**config.mk**
```make
export PLATFORM = sky130hd
export DESIGN_NAME = mips_cpu_alu
export DESIGN_NICKNAME = d
export VERILOG_FILES = /design/src/rtl/mips_cpu_alu.sv
export SDC_FILE = /design/constraint.sdc
export NUM_CORES = 1
export LEC_CHECK = 0
export ABC_CLOCK_PERIOD_IN_PS = 11770
export CORE_ASPECT_RATIO = 1.75
export CORE_MARGIN = 5
export CORE_UTILIZATION = 50
export CTS_CLUSTER_DIAMETER = 200
export CTS_CLUSTER_SIZE = 12
export DETAILED_ROUTE_END_ITERATION = 16
export PLACE_DENSITY = 0.82
export SYNTH_ARGS = -nofsm -noshare
export SYNTH_HDL_FRONTEND = slang
export SYNTH_SLANG_ARGS = --single-unit
```
**constraint.sdc**
```tcl
create_clock -name clk -period 11.77 [get_ports clk]
set_input_delay 2.354 -clock clk [delete_from_list [all_inputs] [get_ports clk]]
set_output_delay 2.354 -clock clk [all_outputs]
set_load 0.005 [all_outputs]
```
**src/rtl/mips_cpu_alu.sv**
```systemverilog
// Single-cycle MIPS ALU with a registered result and a zero flag derived from it.
// Variable shifts (SLLV/SRLV/SRAV) are built only when MIPS_CPU_ALU_VARSHIFT_EN is defined.
module mips_cpu_alu #(
  parameter int DATA_WIDTH = 32
) (
  input  logic                  clk,
  input  logic                  reset,
  input  logic [3:0]            control,
  input  logic [DATA_WIDTH-1:0] a,
  input  logic [DATA_WIDTH-1:0] b,
  input  logic [4:0]            sa,
  output logic [DATA_WIDTH-1:0] r,
  output logic                  zero
);

  typedef enum logic [3:0] {
    opAnd  = 4'b0000,
    opOr   = 4'b0001,
    opXor  = 4'b0010,
    opNor  = 4'b0011,
    opAdd  = 4'b0100,
    opSub  = 4'b0101,
    opSlt  = 4'b0110,
    opSltu = 4'b0111,
    opSll  = 4'b1000,
    opSrl  = 4'b1001,
    opSra  = 4'b1010,
    opSllv = 4'b1011,
    opSrlv = 4'b1100,
    opSrav = 4'b1101,
    opLui  = 4'b1110,
    opNone = 4'b1111
  } aluOp_t;

  aluOp_t                op;
  logic [DATA_WIDTH-1:0] result;
  logic [4:0]            varAmt;
  logic                  ltSigned;
  logic                  ltUnsigned;

  assign op         = aluOp_t'(control);
  assign varAmt     = a[4:0];
  assign ltSigned   = $signed(a) < $signed(b);
  assign ltUnsigned = a < b;

  // Add/sub wrap modulo 2^32; there is intentionally no overflow output.
  always_comb begin
    result = '0;
    unique case (op)
      opAnd:  result = a & b;
      opOr:   result = a | b;
      opXor:  result = a ^ b;
      opNor:  result = ~(a | b);
      opAdd:  result = a + b;
      opSub:  result = a - b;
      opSlt:  result = {{(DATA_WIDTH-1){1'b0}}, ltSigned};
      opSltu: result = {{(DATA_WIDTH-1){1'b0}}, ltUnsigned};
      opSll:  result = b << sa;
      opSrl:  result = b >> sa;
      opSra:  result = $unsigned($signed(b) >>> sa);
`ifdef MIPS_CPU_ALU_VARSHIFT_EN
      opSllv: result = b << varAmt;
      opSrlv: result = b >> varAmt;
      opSrav: result = $unsigned($signed(b) >>> varAmt);
`else
      opSllv: result = '0;
      opSrlv: result = '0;
      opSrav: result = '0;
`endif
      opLui:  result = {b[15:0], 16'h0000};
      opNone: result = '0;
      default: result = '0;
    endcase
  end

  always_ff @(posedge clk) begin
    if (!reset) r <= '0;
    else        r <= result;
  end

  assign zero = (r == '0);

endmodule

```
==> flow_summary.toml <==
[clock_network]
cts_tree = "built"
cts.sinks = 32
cts.clk_slew.worst_paths_ps = 60
clockRootBuffer = "clkbuf_16"
postCtsResizedCells = 0
htreeDepth = 2
cts_buffers = 5
clockBufferDepth = 2
cts_setup_buffers = 0
cts_hold_buf = 0

[timing]
slew_viol_final = 0
slew_headroom_pct = 8.66
grt_setup_unrepaired = "false"
setup_viol = 0
worstMarginPinSlew_ps = 1340
worst_slack_ps = 5260
hold_viol_final = 0
fin_tns_setup_ps = 0
fmax_mhz = 153
whs_ps = 2840
period_share_pct = 55.4
post-route-min-period_ps = 6510

[global_route]
overflow = 0
grt_first_pass_wirelength_mm = 76.9
grt_max_degree = 69
antenna_found_initial = 0
grt_util_all_layers_pct = 44.8
first_global_vias = 12200

[cells_and_area]
num_antenna_cells = 0
instances_no_fill = 1737
post-route-util_pct = 56.7
nets = 1666
largest_reg_flops = 32
top_register = "r"
syn_to_final_growth_pct = 11.9
design_area_um2 = 11200
drive_above_1_share_pct = 6.77
reg_top3 = "r: 32 flops"

[floorplanning]
die_area_um2 = 23100
fp.dieH_um = 197
rows = 68
core-area_um2 = 19700
start_util_pct = 50.7
pin_count = 108
die_w_um = 117

[synthesis]
synthesis.nets = 1648
synth_area_leaders = "ha_1 (12%), o21ai_0 (7.7%), a21oi_1 (6.9%)"
syn_avg_cell_area_um2 = 6.79
yosysWarnings = 0
ys_async_sr_fraction_pct = 0
ys_seq_elements = 32
synth_ff_type = "dfxtp_1"
yosysTopAreaCell = "ha_1"
synth_area_um2 = 10000
yosysTopAreaCellShare_pct = 12.1
synth_cell_types = 78
synth_edf_count = 0
synth_cells = 1474
ys_seq_area_share_pct = 6.40

[route]
ant_nets = 0
drc = 0
dr.pass1.iters = 6
viasPerCell = 7.25
routed_wl_mm = 52.5
vias = 12600
drt_iter0_drc = 1535
post_drt_wl_per_cell_um = 30.2

[setup_path]
worst_path_largest_cell_delay_ps = 840
cp_max_fo = 10
path_cells = "clkdlybuf4s50_1 -> inv_1 -> ha_1 -> and3_1 -> a221o_1 -> a2111oi_0 -> nor2_1 -> a21oi_1 -> o21ai_0 -> a221o_1 -> nand2_1 -> a21oi_1"
crit_path_end_kind = "flip-flop"
startpoint = "b[8]"
cp.required_ps = 11910
crit_arrival_ps = 6650
crit_path_top_delay_cell = "clkdlybuf4s50_1"
crit_path_start_kind = "primary input"
path_class = "in2reg"

[power]
p_per_area_nw_per_um2 = 71.5
p_leak_nw = 4.57
p_total_mw = 0.801
vdd_ir_drop_max_mv = 0.0818

[placed_design]
dp.cells = 1730
place_congestion = 1.12
dp.final_hpwl_mm = 40.7
place_ws_ps = 5190
place_area_um2 = 11100
portBuffers = 107

[min_path]
hold_path_depth = 4
hp-start = "control[1]"
worstHoldPathType = "in2reg"
whs_endpoint = "r[0]"

[job]
maxCapViolations = 0

[run_status]
status = "finished clean"
==> worst max path at each step <==
| stage | end | slack [ps] | cells after the start |
|---|---|---|---|
| floorplan | r[26] | 6470 | 12 |
| finish | r[19] | 5260 | 12 |
| global route | r[19] | 5180 | 12 |
| global placement | r[19] | 5210 | 12 |
| detailed placement | r[19] | 5190 | 12 |
| CTS | r[19] | 5480 | 12 |
==> logic make-up after synthesis <==
family	count (synthesis)	share of synthesized area, %
XOR/XNOR	37	3.24
flip-flops	32	6.40
multiplexers	101	13.9
buffers and inverters	227	8.87
AND/OR/NAND/NOR	408	18.4
adder cells (fa/ha/maj)	99	12.5
AO/OA/AOI/OAI	570	36.6
==> cell type report <==
type	instances	area [um2]
clock buffers	6	129
clock inverters	1	5.00
fillers	2018	8540
inverters	107	402
multi-input cells	1215	8490
flip-flops and latches	32	641
well taps	245	307
repair buffers	131	1230
==> power breakdown <==
| part | internal (mW) | total [mW] | leakage [nW] | switching (mW) |
|---|---|---|---|---|
| registers | 0.120 | 0.128 | 0.265 | 0.00802 |
| clock network | 0.0772 | 0.135 | 0.0667 | 0.0579 |
| logic | 0.193 | 0.538 | 4.24 | 0.345 |
==> cells in the final DEF (no fill, tap or decap), types with 7 or more instances in the layout <==
master / n
o21ai_0: 154
nor2_1: 143
a21oi_1: 138
nand2_1: 133
inv_1: 105
clkdlybuf4s50_1: 102
ha_1: 97
mux2i_1: 55
dfxtp_1: 32
mux4_2: 29
o211ai_1: 27
a211oi_1: 27
o22ai_1: 26
xnor2_1: 25
buf_4: 25
a31oi_1: 24
nor3_1: 22
a22oi_1: 21
nand3_1: 21
o221ai_1: 17
mux2_2: 17
nand2b_1: 15
o21bai_1: 15
a221o_1: 15
o31ai_1: 15
a21o_1: 13
xor2_1: 12
a221oi_1: 11
nor4_1: 10
a2111oi_0: 10
nand4_1: 9
or2_2: 9
nor2b_1: 8
and3_1: 8
and2_1: 7
==> routing by layer <==
| metal | GRT usage (%) | wire length (um) |
|---|---|---|
| met5 | 0 | 0 |
| met3 | 10.1 | 5370 |
| met2 | 72.2 | 24200 |
| met4 | 34.4 | 5330 |
| met1 | 50.0 | 17600 |
==> synthesized netlist by cell type, types with 18 or more instances <==
library cell / instances
o21ai_0: 154
nor2_1: 143
a21oi_1: 138
nand2_1: 133
inv_1: 105
ha_1: 97
clkbuf_1: 80
mux2i_1: 55
dfxtp_1: 32
mux4_2: 29
a211oi_1: 27
o211ai_1: 27
o22ai_1: 26
xnor2_1: 25
a31oi_1: 24
nor3_1: 23
a22oi_1: 21
nand3_1: 21
buf_1: 18
buf_2: 18
==> critical path, delay by kind of cell <==
family | cells | cell delay, ps
buffers and inverters | 2 | 1150
adder cells (fa/ha/maj) | 1 | 520
AO/OA/AOI/OAI | 6 | 2030
AND/OR/NAND/NOR | 3 | 590
(Power assumes the default switching activity.)
